`config.mk`:
```
export PLATFORM = sky130hd
export DESIGN_NAME = key_debounce_enc
export DESIGN_NICKNAME = d
export VERILOG_FILES = /design/src/rtl/key_debounce_enc_pkg.sv /design/src/rtl/key_debounce_enc_prienc.sv /design/src/rtl/key_debounce_enc.sv
export SDC_FILE = /design/constraint.sdc
export NUM_CORES = 1
export LEC_CHECK = 0
export BUFFER_PORTS_ARGS = -buffer_cell sky130_fd_sc_hd__buf_2
export CAP_MARGIN = 20
export CORE_MARGIN = 8
export CORE_UTILIZATION = 56
export CTS_CLUSTER_SIZE = 14
export DETAILED_ROUTE_END_ITERATION = 8
export PLACE_DENSITY = 0.77
export SETUP_SLACK_MARGIN = 0.15
export SYNTH_ARGS = -nofsm -noshare
export SYNTH_HDL_FRONTEND = slang
export SYNTH_SLANG_ARGS = --single-unit
```
`constraint.sdc`:
```
create_clock -name clk -period 2.3 [get_ports clk]
set_input_delay 0.23 -clock clk [delete_from_list [all_inputs] [get_ports clk]]
set_output_delay 0.23 -clock clk [all_outputs]
set_load 0.02 [all_outputs]
```
`src/rtl/key_debounce_enc_pkg.sv`:
```
// Shared types and key-code constants for the keypad front end.
package keypad_pkg;

  typedef enum logic [1:0] {IDLE, PRESS, HELD, RELEASE} kstate_t;

  localparam logic [4:0] KEY_EQ  = 5'd16;
  localparam logic [4:0] KEY_MUL = 5'd17;
  localparam logic [4:0] KEY_ADD = 5'd18;
  localparam logic [4:0] KEY_SUB = 5'd19;
  localparam int         NKEYS_DEF = 20;

  // Width of a counter that must hold values 0..n inclusive.
  function automatic int cnt_width(input int n);
    return (n < 2) ? 1 : $clog2(n + 1);
  endfunction

endpackage

```
`src/rtl/key_debounce_enc_prienc.sv`:
```
// Combinational priority encoder: highest set key line wins.
module key_prienc #(
  parameter int NKEYS = 20
) (
  input  logic [NKEYS-1:0] keys_i,
  output logic [4:0]       code_o,
  output logic             any_o
);

  always_comb begin
    code_o = '0;
    for (int i = 0; i < NKEYS; i++) begin
      if (keys_i[i]) code_o = 5'(i);
    end
    any_o = |keys_i;
  end

endmodule

```
`src/rtl/key_debounce_enc.sv`:
```
// Keypad synchroniser, press/release debouncer and one-shot key strobe.
// Optional auto-repeat of hex digit keys is enabled with `define KEY_REPEAT_EN.
module key_debounce_enc
  import keypad_pkg::*;
#(
  parameter int NKEYS        = NKEYS_DEF,
  parameter int DEBOUNCE     = 3,
  parameter int REPEAT_DELAY = 50,
  parameter int REPEAT_RATE  = 10
) (
  input  logic             clk,
  input  logic             rst,
  input  logic [NKEYS-1:0] in,
  output logic [4:0]       out,
  output logic             strobe,
  output logic             busy
);

  localparam int             CW = cnt_width(DEBOUNCE);
  localparam logic [CW-1:0]  DB = CW'(DEBOUNCE);

  logic [NKEYS-1:0] s1_q, s_q;
  kstate_t          state_q, state_d;
  logic [4:0]       cand_q, cand_d;
  logic [CW-1:0]    cnt_q, cnt_d, cnt_inc;
  logic [4:0]       out_q, out_d;
  logic             strobe_q, strobe_d;
  logic             busy_q, busy_d;
  logic [4:0]       code;
  logic             any;

  key_prienc #(.NKEYS(NKEYS)) u_enc (
    .keys_i (s_q),
    .code_o (code),
    .any_o  (any)
  );

  // Saturating count so long stable periods never wrap back below DB.
  assign cnt_inc = (cnt_q == DB) ? cnt_q : cnt_q + 1'b1;

`ifdef KEY_REPEAT_EN
  localparam int            RMAX = (REPEAT_DELAY > REPEAT_RATE) ? REPEAT_DELAY : REPEAT_RATE;
  localparam int            RW   = cnt_width(RMAX);
  localparam logic [RW-1:0] RD1  = RW'(REPEAT_DELAY - 1);
  localparam logic [RW-1:0] RR1  = RW'(REPEAT_RATE - 1);

  logic [RW-1:0] rpt_q, rpt_d;
  logic          rep_q, rep_d;
`else
  logic unused_rpt;
  assign unused_rpt = ^{REPEAT_DELAY, REPEAT_RATE};
`endif

  always_ff @(posedge clk) begin
    if (rst) begin
      s1_q     <= '0;
      s_q      <= '0;
      state_q  <= IDLE;
      cand_q   <= '0;
      cnt_q    <= '0;
      out_q    <= '0;
      strobe_q <= 1'b0;
      busy_q   <= 1'b0;
`ifdef KEY_REPEAT_EN
      rpt_q    <= '0;
      rep_q    <= 1'b0;
`endif
    end else begin
      s1_q     <= in;
      s_q      <= s1_q;
      state_q  <= state_d;
      cand_q   <= cand_d;
      cnt_q    <= cnt_d;
      out_q    <= out_d;
      strobe_q <= strobe_d;
      busy_q   <= busy_d;
`ifdef KEY_REPEAT_EN
      rpt_q    <= rpt_d;
      rep_q    <= rep_d;
`endif
    end
  end

  always_comb begin
    state_d  = state_q;
    cand_d   = cand_q;
    cnt_d    = cnt_q;
    out_d    = out_q;
    strobe_d = 1'b0;
    busy_d   = busy_q;
`ifdef KEY_REPEAT_EN
    rpt_d    = rpt_q;
    rep_d    = rep_q;
`endif
    case (state_q)
      IDLE: begin
        if (any) begin
          cand_d = code;
          if (DEBOUNCE <= 1) begin
            out_d    = code;
            strobe_d = 1'b1;
            busy_d   = 1'b1;
            cnt_d    = '0;
            state_d  = HELD;
`ifdef KEY_REPEAT_EN
            rpt_d    = '0;
            rep_d    = 1'b0;
`endif
          end else begin
            cnt_d   = CW'(1);
            state_d = PRESS;
          end
        end
      end
      PRESS: begin
        if (!any) begin
          cnt_d   = '0;
          state_d = IDLE;
        end else if (code != cand_q) begin
          cand_d = code;
          cnt_d  = CW'(1);
        end else begin
          cnt_d = cnt_inc;
          if (cnt_inc == DB) begin
            out_d    = cand_q;
            strobe_d = 1'b1;
            busy_d   = 1'b1;
            cnt_d    = '0;
            state_d  = HELD;
`ifdef KEY_REPEAT_EN
            rpt_d    = '0;
            rep_d    = 1'b0;
`endif
          end
        end
      end
      HELD: begin
        if (!any) begin
          if (DEBOUNCE <= 1) begin
            busy_d  = 1'b0;
            cnt_d   = '0;
            state_d = IDLE;
          end else begin
            cnt_d   = CW'(1);
            state_d = RELEASE;
          end
        end else begin
`ifdef KEY_REPEAT_EN
          // Only hex digits repeat; the first gap is the long delay, then the rate.
          if (out_q < KEY_EQ) begin
            if ((!rep_q && rpt_q == RD1) || (rep_q && rpt_q == RR1)) begin
              strobe_d = 1'b1;
              rpt_d    = '0;
              rep_d    = 1'b1;
            end else if (rpt_q != '1) begin
              rpt_d = rpt_q + 1'b1;
            end
          end
`endif
        end
      end
      RELEASE: begin
        if (any) begin
          cnt_d = '0;
        end else begin
          cnt_d = cnt_inc;
          if (cnt_inc == DB) begin
            busy_d  = 1'b0;
            cnt_d   = '0;
            state_d = IDLE;
          end
        end
      end
      default: state_d = IDLE;
    endcase
  end

  assign out    = out_q;
  assign strobe = strobe_q;
  assign busy   = busy_q;

endmodule
```
---- Yosys cells after proc, flatten, opt, wreduce, memory -nomap -nowiden ----
Cells that the tools add are included.
operators by class
  add/subtract/negate cells ............... 1
  multiply operators ...................... 0
  divide/modulo/power cells ............... 0
  $lt $le $gt $ge ......................... 0
  equality and inequality tests ........... 16
  shift-type cells ........................ 0
  multiplexer cells ....................... 45
  bitwise logic cells ..................... 3
  reduce and logical (&&, ||, !) cells .... 10
operators with widths
  operator                                                         number
  5-bit 2-to-1 mux                                                 7
  4-bit 2-to-1 mux                                                 8
  2-bit 2-to-1 mux                                                 15
  20-bit OR reduction                                              1
  2-bit inequality test, second input constant                     8
  2-bit case mux with 4 select lines                               2
  3-bit 2-to-1 mux                                                 4
  6-bit AND reduction                                              2
  5-bit case mux with 2 select lines                               1
  2-bit == test, second input constant                             4
  4-bit AND reduction                                              2
  1-bit 2-to-1 mux                                                 7
  3-bit inequality test, second input constant                     2
  5-bit inequality test                                            1
  2-bit nonzero test                                               2
  4-bit OR reduction                                               1
  1-bit NOT                                                        3
  2-bit by 1-bit adder with 2-bit output, second input constant    1
  2-bit by 1-bit == test with 1-bit output, second input constant  1
  2-bit zero test                                                  1
  1-bit case mux with 2 select lines                               1
  2-bit AND reduction                                              1
storage, ports and cells
  bits in registers ....................... 56
  latch bits .............................. 0
  memory bits (writable) .................. 0
  bits in read-only memories .............. 0
  input port bits ......................... 22
  output and inout bits ................... 7
  word-level logic and storage cells ...... 83
  memories ................................ 0

---- Longest topological paths before layout ----
  depth in word-level cells ............... 23
  gate-level depth with buffers ........... 8
  mapped depth without buffers ............ 7

---- By module ----
From an unflattened synthesis, not the netlist that was laid out.
unflattened totals
  cell total of the unflattened synthesis .. 215
  area total of the unflattened synthesis .. 2117.0 µm²
by module, submodules not included
  module            times used  cells an instance  area an instance (µm²)  sequential area each (µm²)
  key_debounce_enc  1           177                1910.6                  1121.1
  key_prienc        1           38                 206.4                   0.0

---- Worst setup path after synthesis ----
Ideal clock, no wire load.
  kind .................................... register to register
  start ................................... register s_q[8]
  end ..................................... register cand_q[4]
  setup time .............................. 122 ps
  arrival ................................. 1929 ps
  data required time ...................... 2178 ps
  setup slack ............................. 249 ps
  cell stages (with the launch flop) ...... 9
  path buffers ............................ 1
  period minus slack after synthesis ...... 2051 ps
  path through ............................ dfxtp_1 > nor4_1 > nand2_1 > xor2_1 > o31ai_2 > and3_1 > buf_2 > a2111oi_2 > a311o_1
between the ends
  word-level cells in the longest chain between the ends .. 15
  elaborated cells between the ends (all ways) .. 18
  those cells by class .................... eq/ne (4); mux (12); reduce/logical (2)
ends and longest elaborated chain
  item                                    RTL line                       source
  start: declaration                      key_debounce_enc.sv:22         logic [NKEYS-1:0] s1_q, s_q;
  start signal: assignment                key_debounce_enc.sv:70         s_q <= s1_q;
  4-bit 2-to-1 mux (8 in a row)           key_debounce_enc_prienc.sv:13  if (keys_i[i]) code_o = 5'(i);
  5-bit 2-to-1 mux (4 in a row)           key_debounce_enc_prienc.sv:13
  5-bit inequality test                   key_debounce_enc.sv:119        end else if (code != cand_q) begin
  2-bit inequality test (no source line)  n/a
  4-bit AND reduction (no source line) *  n/a
  end signal: assignment                  key_debounce_enc.sv:72         cand_q <= cand_d;
  end: declaration                        key_debounce_enc.sv:24         logic [4:0] cand_q, cand_d;
Every way passes the cells marked *; elsewhere a longest branch is shown, timed or not.
A chain may end at the register's enable or synchronous reset.

---- Worst setup path in the final report ----
  start ................................... register s_q[9]
  end ..................................... register cand_q[4]
between the ends
  word-level cells in the longest chain between the ends .. 14
  elaborated cells between the ends (all ways) .. 17
  those cells by class .................... eq/ne (4); mux (11); reduce/logical (2)
ends and longest elaborated chain
  item                                    RTL line
  4-bit 2-to-1 mux (7 in a row)           key_debounce_enc_prienc.sv:13
  5-bit 2-to-1 mux (4 in a row)           key_debounce_enc_prienc.sv:13
  5-bit inequality test                   key_debounce_enc.sv:119
  2-bit inequality test (no source line)  n/a
  4-bit AND reduction (no source line) *  n/a
Marks and branches as above.

==> results.txt <==
Max FO, Critical Path -> 4
Std cell rows -> 23
Fin Clk Skew -> 0.003598 ns
Placed cells -> 308
Period utilization -> 0.9198
Clk_lat worst skew -> 0.29 ns
Static Leak -> 1.065 nW
I/O pin cnt -> 29
Final hold viol count -> 0
Syn Std Cell Area -> 2203 um^2
Routed WL -> 4417 um
Worst Hold Endpoint -> s1_q[11]$_SDFF_PP0_
Startpoint Class -> register
R2R Path End -> cand_q[4]$_SDFFE_PP0P_
Crit path arrival time -> 2.36 ns
Die height -> 78.73 um
Hold crit path type -> in -> reg
Share of cells above drive strength 1 -> 0.2222
Register area share after synthesis -> 0.5088
Root buffer cell -> clkbuf_8
GR Overflow Total -> 0
Worst hold start -> in[11]
Avg Inst Size Synth -> 9.456 um^2
Top_reg_cell synth -> dfxtp_1
Synthesized Nets -> 255
Final ANT Viol Nets -> 0
RD Place Congestion -> 0.9305
DR WL/cell -> 13.80 um
PwrDens -> 761.2 nW/um^2
Post-layout net count -> 291
1st-pass router iterations -> 5
Yosys reg bits -> 56
CTS HTree Levels -> 2
Final HPWL DP -> 3093 um
Max-slew violations -> 0
CP max-delay cell -> or3_4
Clk slew on worst S/H paths -> 0.09 ns
RSZ-0062 raised after global routing -> yes
DRC -> 0
Final setup fails -> 0
Largest area contributor in the netlist -> dfxtp_1
Top cells by area, synth -> dfxtp_1 (51%), nor2b_1 (12%), nor2_1 (3.9%)
CP cell instances -> or3_4 > a221oi_2 > o31a_1 > o41ai_4 > xnor2_2 > buf_4 > a2111oi_4 > a311o_1
Reg2reg start -> s_q[9]$_SDFF_PP0_
First-pass GRT wire length -> 7162 um
Synthesized netlist cell count -> 233
Maximum capacitance violations -> 0
CORE AREA -> 3885 um^2
Status -> finished clean
DR vias -> 1723
Initial core utilization -> 0.5671
Max-slew headroom -> 0.6619
Fin crit period -> 2.116 ns
Synthesis Warnings -> 0
Hold path cells -> 2
Num CTS Buffers -> 5
Maximum clock frequency -> 472.7 MHz
Initial antenna violation count -> 0
Largest net degree at the start of global routing -> 30
Netlist cell types -> 42
Worst Tran Pin Value -> 0.5071 ns
Worst reg-to-reg path cell count -> 8
VDD IR max -> 0.4865 mV
Iter 0 DRT Violations -> 143
Number of synthesized flops with an enable pin -> 0
Vias per std cell -> 5.384
CP required -> 2.54 ns
Die X -> 78.73 um
TNS Setup -> 0 ns
Overall die area -> 6198 um^2
Flop-to-flop setup slack -> 0.18 ns
Synth-to-Final Area Change -> 18.06%
Fraction of registers with async set/reset -> 0
Critical path endpoint category -> register
CTS max path bufs -> 2
Vias in the first global route -> 1613
CTS Sinks -> 56
Ant. Diodes -> 0
GRT Overall Usage -> 0.1406
Crit Path Class -> reg -> reg
CTS tree -> yes
Non-Filler Instances -> 320
Worst stage delay on the critical path -> 0.38 ns
Post-synth top area share -> 0.5088
Number of buffers added on ports -> 28
[cell usage in the layout, fill, tap and decap left out, types with 2 or more instances in the layout]
master    instances
nand4_1           3
buf_2            28
o21ai_0           5
nor2b_1          42
and3_1            2
clkbuf_8          5
o41ai_1           2
dfxtp_1          53
nor2_1           23
a21oi_1          10
nand2_1          20
mux2i_1           4
nor4_1            2
nor4_4            2
xnor2_1           2
nor3_1            3
o31ai_1           4
a311o_1           3
buf_4            10
nand3_1           5
dfxtp_2           3
inv_1             9
xor2_1            2
o211ai_1          2
[metal layers]
| metal | vias up | wire length [um] | part of all wire | global-route usage |
|---|---|---|---|---|
| met5 | - | 0 | 0 | 0 |
| met4 | 0 | 75 | 0.017 | 0.06481 |
| met3 | 9 | 236 | 0.053 | 0.03273 |
| met2 | 65 | 2098 | 0.47 | 0.2403 |
| met1 | 771 | 2006 | 0.45 | 0.1631 |
| li1 | 878 | - | - | - |
[registers in the layout, summed over array words and instances, names as in the netlist, named ones only]
| name | flops |
|---|---|
| busy | 1 |
| cand_q | 5 |
| cnt_q | 2 |
| out | 5 |
| s1_q | 20 |
| s_q | 20 |
| state_q | 1 |
| strobe | 1 |
[final cells by class]
class	instances	area, um^2
inverters	9	33.78
fillers	321	1284
multi-input cells	159	1057
flip-flops and latches	56	1125
clock inverters	2	35.03
clock buffers	6	72.57
repair buffers	38	215.2
well taps	50	62.56
[synthesized netlist by cell type, types with 4 or more instances]
cell	instances
a21oi_1	10
clkbuf_1	8
dfxtp_1	56
inv_1	9
mux2i_1	4
nand2_1	20
nand3_1	5
nor2_1	23
nor2b_1	42
o21ai_0	5
o31ai_1	4
[worst max-delay path: cells and delay by family (launching register included)]
kind | cells | cell delay (ns)
xor gates and xnor gates | 1 | 0.17
AOI/OAI and AO/OA | 5 | 0.99
buffers and inverters | 1 | 0.17
DFF | 1 | 0.34
and+or+nand+nor | 1 | 0.38
[how the worst max path moves through the flow]
stage          depth (start not counted)                     end               start
2_1_floorplan                          8  cand_q[4]$_SDFFE_PP0P_   s_q[8]$_SDFF_PP0_
3_3_place_gp                           7  cand_q[2]$_SDFFE_PP0P_  s_q[16]$_SDFF_PP0_
3_5_place_dp                           7  cand_q[2]$_SDFFE_PP0P_  s_q[11]$_SDFF_PP0_
4_1_cts                                8   cnt_q[1]$_SDFFE_PP0P_   s_q[9]$_SDFF_PP0_
5_1_grt                                8   cnt_q[1]$_SDFFE_PP0P_  s_q[11]$_SDFF_PP0_
6_report                               8  cand_q[4]$_SDFFE_PP0P_   s_q[9]$_SDFF_PP0_
[cell families after synthesis]
logic type / Yosys count / share of synthesized area
AOI/OAI and AO/OA: 42 / 0.1528
xor gates and xnor gates: 5 / 0.02329
buffers and inverters: 18 / 0.03123
DFF: 56 / 0.5088
muxes: 4 / 0.01817
and+or+nand+nor: 108 / 0.2658
[power breakdown]
| part | leakage, nW | total (mW) | internal (mW) | switching, mW |
|---|---|---|---|---|
| Combinational | 0.547 | 0.305 | 0.147 | 0.158 |
| Sequential | 0.463 | 1.07 | 1.02 | 0.0478 |
| Clock | 0.0552 | 0.607 | 0.323 | 0.284 |
| Total | 1.06 | 1.98 | 1.49 | 0.490 |
[through the flow]
| stage | util | setup slack [ns] | instance area (um^2) | hold slack [ns] | power, mW |
|---|---|---|---|---|---|
| final | 0.6696 | 0.1844 | 2601 | 0.1349 | 1.980 |
| after floorplan | - | 0.2493 | 2203 | 0.3582 | 1.271 |
| after detailed placement | 0.6219 | 0.1320 | 2416 | 0.4204 | 1.350 |
| after global routing | 0.6696 | 0.07324 | 2601 | 0.1255 | 2.068 |
| after global placement | 0.6219 | 0.1152 | 2416 | 0.4176 | 1.350 |
| after CTS | 0.6557 | 0.1887 | 2547 | 0.1308 | 1.966 |
[repair_timing]
item	4_1_cts	5_1_grt
pin swaps	2	3
hold buffers	0	0
gates resized for setup	3	7
setup buffers	2	2
setup endpoints to repair	8	14
Power figures use the tool's default switching activity.
